<file path="config.mk">
export PLATFORM = sky130hd
export DESIGN_NAME = spi_packet_master_rx
export DESIGN_NICKNAME = d
export VERILOG_FILES = /design/src/rtl/spi_pkt_pkg.sv /design/src/rtl/spi_packet_master_rx_clkgen.sv /design/src/rtl/spi_packet_master_rx.sv
export SDC_FILE = /design/constraint.sdc
export NUM_CORES = 1
export LEC_CHECK = 0
export ABC_AREA = 1
export CORE_MARGIN = 10
export CORE_UTILIZATION = 35
export DETAILED_ROUTE_END_ITERATION = 12
export MAX_ROUTING_LAYER = met4
export PLACE_DENSITY_LB_ADDON = 0.08
export SYNTH_ARGS = -nofsm -noshare
export SYNTH_HDL_FRONTEND = slang
export SYNTH_SLANG_ARGS = --single-unit
</file>
<file path="constraint.sdc">
create_clock -name clk_i -period 29 [get_ports clk_i]
set_clock_uncertainty 0.15 [all_clocks]
set_input_delay 7.25 -clock clk_i [delete_from_list [all_inputs] [get_ports clk_i]]
set_output_delay 7.25 -clock clk_i [all_outputs]
set_load 0.05 [all_outputs]
</file>
<file path="src/rtl/spi_pkt_pkg.sv">
// Shared definitions for the 16-byte sensor packet link: layout, header and FSM states.
package spi_pkt_pkg;
  localparam int         PACKET_SIZE = 16;
  localparam int         PACKET_BITS = PACKET_SIZE * 8;
  localparam logic [7:0] HEADER_BYTE = 8'hAA;

  localparam int OFF_QW = 1, OFF_QX = 3, OFF_QY = 5, OFF_QZ = 7;
  localparam int OFF_GX = 9, OFF_GY = 11, OFF_GZ = 13, OFF_FLAGS = 15;

  localparam int FLAG_QUAT_VALID = 0, FLAG_GYRO_VALID = 1, FLAG_INIT = 2, FLAG_ERROR = 3;

  typedef enum logic [2:0] {ST_IDLE, ST_SETUP, ST_XFER, ST_HOLD, ST_DONE} state_t;

  typedef struct packed {
    logic [15:0] qw, qx, qy, qz;
    logic [15:0] gx, gy, gz;
    logic [7:0]  flags;
  } spi_pkt_t;

  // Byte 0 is the first byte on the wire and therefore sits at the top of the shift register.
  function automatic logic [7:0] pkt_byte(input logic [PACKET_BITS-1:0] sr, input int idx);
    return sr[PACKET_BITS-1-8*idx -: 8];
  endfunction

  function automatic logic [15:0] pkt_word(input logic [PACKET_BITS-1:0] sr, input int idx);
    return {pkt_byte(sr, idx), pkt_byte(sr, idx + 1)};
  endfunction

  function automatic spi_pkt_t pkt_unpack(input logic [PACKET_BITS-1:0] sr);
    spi_pkt_t p;
    p.qw    = pkt_word(sr, OFF_QW);
    p.qx    = pkt_word(sr, OFF_QX);
    p.qy    = pkt_word(sr, OFF_QY);
    p.qz    = pkt_word(sr, OFF_QZ);
    p.gx    = pkt_word(sr, OFF_GX);
    p.gy    = pkt_word(sr, OFF_GY);
    p.gz    = pkt_word(sr, OFF_GZ);
    p.flags = pkt_byte(sr, OFF_FLAGS);
    return p;
  endfunction
endpackage

</file>
<file path="src/rtl/spi_packet_master_rx_clkgen.sv">
// SPI Mode-0 SCK generator: divider, sck, rise strobe and 128-bit end-of-transfer detect.
module spi_mode0_clkgen #(
  parameter int CLK_DIV = 4
) (
  input  logic clk_i,
  input  logic rst_i,
  input  logic en_i,
  output logic sck_o,
  output logic rise_o,
  output logic done_o
);
  logic [15:0] div_q;
  logic        sck_q;
  logic [6:0]  bit_cnt_q;
  logic        tick, fall;

  assign tick   = en_i && (div_q == 16'(CLK_DIV - 1));
  assign rise_o = tick && !sck_q;
  assign fall   = tick && sck_q;
  // The counter wraps to 0 on rise #128; the fall after it ends the transfer.
  assign done_o = fall && (bit_cnt_q == 7'd0);
  assign sck_o  = sck_q;

  always_ff @(posedge clk_i or posedge rst_i) begin
    if (rst_i) begin
      div_q     <= '0;
      sck_q     <= 1'b0;
      bit_cnt_q <= '0;
    end else if (!en_i) begin
      div_q     <= '0;
      sck_q     <= 1'b0;
      bit_cnt_q <= '0;
    end else begin
      div_q <= tick ? '0 : div_q + 16'd1;
      if (tick)   sck_q     <= !sck_q;
      if (rise_o) bit_cnt_q <= bit_cnt_q + 7'd1;
    end
  end
endmodule

</file>
<file path="src/rtl/spi_packet_master_rx.sv">
// SPI Mode-0 master reading one 16-byte sensor packet per start; checks header, unpacks fields.
module spi_packet_master_rx #(
  parameter int CLK_DIV  = 4,
  parameter int CS_SETUP = 4,
  parameter int CS_HOLD  = 4
) (
  input  logic               clk_i,
  input  logic               rst_i,
  input  logic               start_i,
  output logic               busy_o,
  output logic               cs_n_o,
  output logic               sck_o,
  output logic               mosi_o,
  input  logic               miso_i,
  output logic               pkt_valid_o,
  output logic               hdr_err_o,
  output logic signed [15:0] quat_w_o,
  output logic signed [15:0] quat_x_o,
  output logic signed [15:0] quat_y_o,
  output logic signed [15:0] quat_z_o,
  output logic signed [15:0] gyro_x_o,
  output logic signed [15:0] gyro_y_o,
  output logic signed [15:0] gyro_z_o,
  output logic [7:0]         flags_o
);
  import spi_pkt_pkg::*;

  state_t                 state_q, state_d;
  logic [15:0]            cnt_q, cnt_d;
  logic                   cs_n_q, cs_n_d;
  logic [PACKET_BITS-1:0] sr_q;
  spi_pkt_t               pkt_q;
  logic                   pkt_valid_q, hdr_err_q;
  logic                   rise, xfer_done;

  spi_mode0_clkgen #(.CLK_DIV(CLK_DIV)) u_clkgen (
    .clk_i  (clk_i),
    .rst_i  (rst_i),
    .en_i   (state_q == ST_XFER),
    .sck_o  (sck_o),
    .rise_o (rise),
    .done_o (xfer_done)
  );

  always_comb begin
    state_d = state_q;
    cnt_d   = cnt_q;
    unique case (state_q)
      ST_IDLE:  if (start_i) begin state_d = ST_SETUP; cnt_d = '0; end
      ST_SETUP: if (cnt_q == 16'(CS_SETUP - 1)) begin state_d = ST_XFER; cnt_d = '0; end
                else cnt_d = cnt_q + 16'd1;
      ST_XFER:  if (xfer_done) begin state_d = ST_HOLD; cnt_d = '0; end
      ST_HOLD:  if (cnt_q == 16'(CS_HOLD - 1)) state_d = ST_DONE;
                else cnt_d = cnt_q + 16'd1;
      ST_DONE:  state_d = ST_IDLE;
      default:  state_d = ST_IDLE;
    endcase
    // Registered off the next state so cs_n drops with SETUP entry and rises with DONE entry.
    cs_n_d = !(state_d inside {ST_SETUP, ST_XFER, ST_HOLD});
  end

  always_ff @(posedge clk_i or posedge rst_i) begin
    if (rst_i) begin
      state_q     <= ST_IDLE;
      cnt_q       <= '0;
      cs_n_q      <= 1'b1;
      sr_q        <= '0;
      pkt_q       <= '0;
      pkt_valid_q <= 1'b0;
      hdr_err_q   <= 1'b0;
    end else begin
      state_q     <= state_d;
      cnt_q       <= cnt_d;
      cs_n_q      <= cs_n_d;
      pkt_valid_q <= 1'b0;
      hdr_err_q   <= 1'b0;
      if (rise) sr_q <= {sr_q[PACKET_BITS-2:0], miso_i};
      if (state_q == ST_DONE) begin
        if (pkt_byte(sr_q, 0) == HEADER_BYTE) begin
          pkt_q       <= pkt_unpack(sr_q);
          pkt_valid_q <= 1'b1;
        end else begin
          hdr_err_q   <= 1'b1;
        end
      end
    end
  end

  assign busy_o      = (state_q != ST_IDLE);
  assign cs_n_o      = cs_n_q;
  assign mosi_o      = 1'b0;
  assign pkt_valid_o = pkt_valid_q;
  assign hdr_err_o   = hdr_err_q;
  assign quat_w_o    = pkt_q.qw;
  assign quat_x_o    = pkt_q.qx;
  assign quat_y_o    = pkt_q.qy;
  assign quat_z_o    = pkt_q.qz;
  assign gyro_x_o    = pkt_q.gx;
  assign gyro_y_o    = pkt_q.gy;
  assign gyro_z_o    = pkt_q.gz;
  assign flags_o     = pkt_q.flags;
endmodule
</file>
==> results of run 1 <==
-- worst max-delay path by stage --
stage / from / endpoint / cells after the start
floorplan: rst_i / cnt_q[0] / 1
CTS: state_q[1] / busy_o / 3
finish: state_q[1] / busy_o / 3
global route: state_q[1] / busy_o / 3
global placement: rst_i / gyro_y_o[8] / 3
detailed placement: rst_i / gyro_y_o[8] / 3
-- metal layers --
metal	part of all wire	vias up	wire [µm]	global-route usage
met3	0.047	35	1230	0.02901
met4	0.016	0	413	0.03412
met2	0.43	131	11420	0.1911
met1	0.51	3970	13370	0.1807
met5	0	-	0	-
li1	-	4353	-	-
-- cell usage in the layout, fill, tap and decap left out --
cell and n:
bufinv_16 3, nand2_8 1, nor2_2 1, ha_1 4, dfstp_2 1, conb_1 1, nand2_2 2, buf_12 1
inv_1 126, nand3_2 1, clkbuf_1 7, nor3b_1 1, a31oi_1 1, nor3_1 8, nand3b_1 1, clkbuf_8 6
inv_2 4, nand3_1 26, inv_6 3, inv_8 1, clkbuf_16 35, xor2_1 15, nand4_4 1, o21ai_1 30
clkinv_2 7, dfrtp_1 293, nor2_1 61, a21oi_1 12, and2_1 1, o211ai_1 1, and3_1 1, clkdlybuf4s50_1 128
clkinv_1 1, nor2_4 1, nand4_1 11, buf_4 3, o21ai_0 162, nand2_1 497
-- cell families (layout without fill, tap and decap cells) --
family,after synthesis,after routing,synth area share
fa+ha+maj,4,4,0.004216
flops,294,294,0.6199
other cells,1,1,0.0003159
xor+xnor,15,15,0.01107
simple gates,614,614,0.2046
compound gates,206,206,0.08717
buf+inv,190,325,0.07273
-- worst max-delay path: cells and delay by family (launching register included) --
kind | cells | cell delay (ns)
buf+inv | 1 | 0.71
flops | 1 | 0.41
simple gates | 2 | 0.29
-- through the flow --
| step | utilization | instances | hold slack [ns] | instance area [µm²] |
|---|---|---|---|---|
| after floorplan | - | 1324 | 0.2730 | 11870 |
| after global placement | 0.3999 | 1846 | 0.2947 | 13410 |
| after detailed placement | 0.3999 | 1846 | 0.3004 | 13410 |
| after CTS | 0.4337 | 1907 | 0.3076 | 14540 |
| after global routing | 0.4337 | 1907 | 0.3288 | 14540 |
| final | 0.4337 | 1907 | 0.3042 | 14540 |
-- layout make-up --
cell class / count / area [µm²] / area share
inverters: 132 / 503.0 / 0.03458
clock inverters: 13 / 151.4 / 0.01041
clock buffers: 48 / 984.7 / 0.06770
well taps: 448 / 560.5 / 0.03854
flip-flops and latches: 294 / 7358 / 0.5059
multi-input cells: 840 / 3662 / 0.2518
repair buffers: 132 / 1324 / 0.09102
-- power breakdown --
part	switching (µW)	total [µW]	internal [µW]	leakage, µW
sequential	0.196	411	411	0.00407
clock	168	432	265	0.000566
combinational	8.70	9.63	0.927	0.00221
==> impl_metrics.tcl, run 1 <==
set metrics [dict create \
    status "completed" \
    cp_slowest_cell "clkdlybuf4s50_1" \
    hold_path_depth 1 \
    fill_cells 3367 \
    cts.clk_slew.worst_paths_ns 0.05 \
    cts.path.max_buffers 3 \
    arrival_ns 1.91 \
    r2r_start "state_q[2]" \
    power_per_cell_area_nw_per_um2 58.66 \
    die-area_um2 41680 \
    drive_above_1_share 0.04866 \
    synthCells 1324 \
    mappedNetlistNets 1332 \
    ctsResizeCount 0 \
    max_stage_delay_ns 0.71 \
    holdPathEnd "u_clkgen.div_q[0]" \
    route.vias.total 8489 \
    worstHoldStart "u_clkgen.div_q[0]" \
    cts_num_sinks 294 \
    yosysTopAreaCell "dfrtp_1" \
    rows 67 \
    worst_pin_slew_ns 1.215 \
    ys.flop_type "dfrtp_1" \
    core_area_um2 33530 \
    grt_overflow 0 \
    grt_first_pass_wirelength_um 44170 \
    cp-start-kind "register" \
    critPathMaxFanout 4 \
    grt_antenna_before_repair 0 \
    layout.nets 1443 \
    clock-root-buffer "clkbuf_16" \
    synth_area_leaders "dfrtp_1 (62%), nand2_1 (16%), o21ai_0 (6.8%)" \
    ys_types 31 \
    diodes 0 \
    drv_cap 0 \
    drcViolationCount 0 \
    reg2reg_to "sr_q[45]" \
    die_h_um 204.2 \
    tns_ns 0 \
    synthArstFlopShare 1.000 \
    drt-pass1-iter-count 4 \
    yosysWarningCount 0 \
    cts_tree "built" \
    port_buffers 128 \
    path_cells "nor2_1 > nand2_1 > clkdlybuf4s50_1" \
    wl_per_cell_um 13.86 \
    syn_area_um2 11870 \
    drtIter0Drc 547 \
    post-route-period-util 0.3211 \
    power_uw 853.1 \
    r2r_setup_slack_ns 25.71 \
    clk_latency_ns 0.51 \
    ir_worst_vdd_uv 30.11 \
    post-cts-setup-buffers 0 \
    drt_wl_total_um 26430 \
    place_hpwl_um 16140 \
    ctsHoldBuffers 0 \
    period_minus_slack_ns 9.311 \
    start_util 0.3540 \
    hp-class "reg2reg" \
    endpoint_kind "output pin" \
    ys_ff_latch 294 \
    synth.most_common_cell "nand2_1" \
    grt_pass1_vias 8458 \
    slew_violations 0 \
    die_w_um 204.2 \
    dp_slack_ns 19.43 \
    r2r_cells 7 \
    required_ns 21.60 \
    leakagePower_uw 0.006840 \
    hold_viol_final 0 \
    syn_area_per_cell_um2 8.965 \
    cts_made_buffers 35 \
    ctsHtreeMaxLevel 2 \
    via_per_inst 4.451 \
    fin_ws_ns 19.69 \
    crit_type "reg2out" \
    synth.top_cells.by_count "nand2_1 (497), dfrtp_1 (293), o21ai_0 (162), inv_1 (127), nor2_1 (61)" \
    ioPinCount 130 \
    rsz0062_at_grt "false" \
    setup_violations 0 \
    area_delta_synth_final_pct 22.53 \
    top_register "sr_q" \
    largest_reg_flops 128 \
    synth_edf_count 0 \
    maxSlewHeadroom 0.1902 \
    ant_nets 0 \
    yosysSeqAreaShare 0.6199 \
    gp_congestion 0.8285 \
    grt_max_degree 179 \
    max_freq_mhz 107.4 \
    synth_top_area_frac 0.6177 \
    grtUsageTotal 0.1309 \
]
Note: power is estimated with default switching activity, not from simulation.
==> inputs of run 2 (changes only) <==
clock period = 8.41 ns   (was 29 ns; I/O delays follow)
==> run 2 against run 1 <==
  * Via count barely moved
  * Register-to-register slack lost 21 ns
  * Combinational power rose to 3.5 times the previous value
  * Critical path depth unchanged
  * Critical endpoint unchanged
  * Highest routed layer unchanged
  * Global-route usage rose by 0.070 points
  * Clock power increased to 3.4 times the previous value
  * Final area barely moved
==> impl_metrics.tcl, run 2 (same netlist as run 1, synthesis figures left out) <==
set metrics [dict create \
    status "completed" \
    wl_met3_um 1158 \
    mostFrequentLayoutCell "nand2_1" \
    die_h_um 204.2 \
    drt-pass1-iter-count 5 \
    clk_latency_ns 0.50 \
    leakagePower_uw 0.006841 \
    cts_num_sinks 294 \
    die-area_um2 41680 \
    maxSlewHeadroom 0.2579 \
    place_hpwl_um 16410 \
    arrival_ns 1.94 \
    final_cell_mix "nand2_1 (497), dfrtp_1 (293), o21ai_0 (162)" \
    wl_per_cell_um 13.89 \
    crit_type "reg2out" \
    cts_made_buffers 35 \
    drv_cap 0 \
    multi_input_area_um2 3662 \
    grt_first_pass_wirelength_um 44670 \
    max_stage_delay_ns 0.72 \
    ctsResizeCount 0 \
    required_ns 6.16 \
    critPathMaxFanout 4 \
    drive_above_1_share 0.04850 \
    worst_pin_slew_ns 1.106 \
    layout.nets 1446 \
    final_cells 1912 \
    hold_viol_final 0 \
    period_minus_slack_ns 4.188 \
    wl_met1_um 13450 \
    grt_max_degree 173 \
    rows 67 \
    max_freq_mhz 238.8 \
    hp-class "reg2reg" \
    via_per_inst 4.444 \
    drtIter0Drc 544 \
    grt_antenna_before_repair 0 \
    port_buffers 128 \
    cp_slowest_cell "clkdlybuf4s50_1" \
    ir_worst_vdd_uv 120.5 \
    cts_tree "built" \
    dp_cells 1849 \
    ff_latch_area_um2 7358 \
    area_delta_synth_final_pct 22.62 \
    routed.top_layer "met4" \
    diodes 0 \
    power_per_cell_area_nw_per_um2 199.7 \
    ant_nets 0 \
    route.vias.total 8496 \
    cts.clk_slew.worst_paths_ns 0.06 \
    largest_reg_flops 128 \
    clock-root-buffer "clkbuf_16" \
    ioPinCount 130 \
    slew_violations 0 \
    start_util 0.3540 \
    tns_ns 0 \
    wl_met2_um 11530 \
    ctsHtreeMaxLevel 2 \
    post-cts-setup-buffers 0 \
    rsz0062_at_grt "false" \
    ctsHoldBuffers 0 \
    setup_violations 0 \
    cts.path.max_buffers 3 \
    drt_wl_total_um 26570 \
    die_w_um 204.2 \
    path_cells "nor2_1 > nand2_1 > clkdlybuf4s50_1" \
    grt_pass1_vias 8463 \
    grtUsageTotal 0.1316 \
    top_register "sr_q" \
    drcViolationCount 0 \
    grt_overflow 0 \
    core_area_um2 33530 \
    gp_congestion 0.8091 \
    endpoint_kind "output pin" \
    fill_cells 3391 \
    cp-start-kind "register" \
    post-route-period-util 0.4979 \
]
## run 2: through the flow
stage | power (µW) | worst slack [ns] | hold slack, ns | instance area, µm² | util
floorplan | 1467 | 2.255 | 0.2730 | 11870 | -
global placement | 1480 | 3.945 | 0.2940 | 13430 | 0.4004
detailed placement | 1479 | 3.968 | 0.3018 | 13430 | 0.4004
CTS | 2964 | 4.180 | 0.3164 | 14560 | 0.4341
global route | 3029 | 4.104 | 0.3449 | 14560 | 0.4341
finish | 2907 | 4.222 | 0.3147 | 14560 | 0.4341
## run 2: path summary, 6_finish.rpt
| path | slack [ns] | startpoint | endpoint | cells past startpoint |
|---|---|---|---|---|
| worst max register to register | 5.02 | state_q[2] | sr_q[47] | 7 |
| worst min-delay path | 0.31 | u_clkgen.div_q[0] | u_clkgen.div_q[0] | 1 |
| worst max-delay path | 4.22 | state_q[1] | busy_o | 3 |
| max in group asynchronous | 4.54 | rst_i | quat_x_o[12] | 4 |
| min in group asynchronous | 2.10 | rst_i | sr_q[65] | 3 |
| worst min register to register | 0.31 | u_clkgen.div_q[0] | u_clkgen.div_q[0] | 1 |
## run 2: power breakdown
group | switching [µW] | internal (µW)
combinational | 30.2 | 3.70
sequential | 0.626 | 1420
clock | 561 | 894
## run 2: layout make-up
cell class | instances | area share
Inverter | 132 | 0.03430
Timing Repair Buffer | 135 | 0.09250
Tap cell | 448 | 0.03851
Multi-Input combinational cell | 840 | 0.2516
Clock inverter | 4 | 0.001375
Sequential cell | 294 | 0.5055
Clock buffer | 59 | 0.07616
## run 2: routing by layer
layer | global-route usage | vias to the layer above
met5 | - | -
met4 | 0.03280 | 0
met3 | 0.02631 | 34
met2 | 0.1925 | 136
met1 | 0.1836 | 3974
li1 | - | 4352
## run 2: worst max-delay path: cells and delay by family (launching register included)
family / cells / cell delay [ns]
flip-flops: 1 / 0.41
AND/OR/NAND/NOR: 2 / 0.31
buffers and inverters: 1 / 0.72
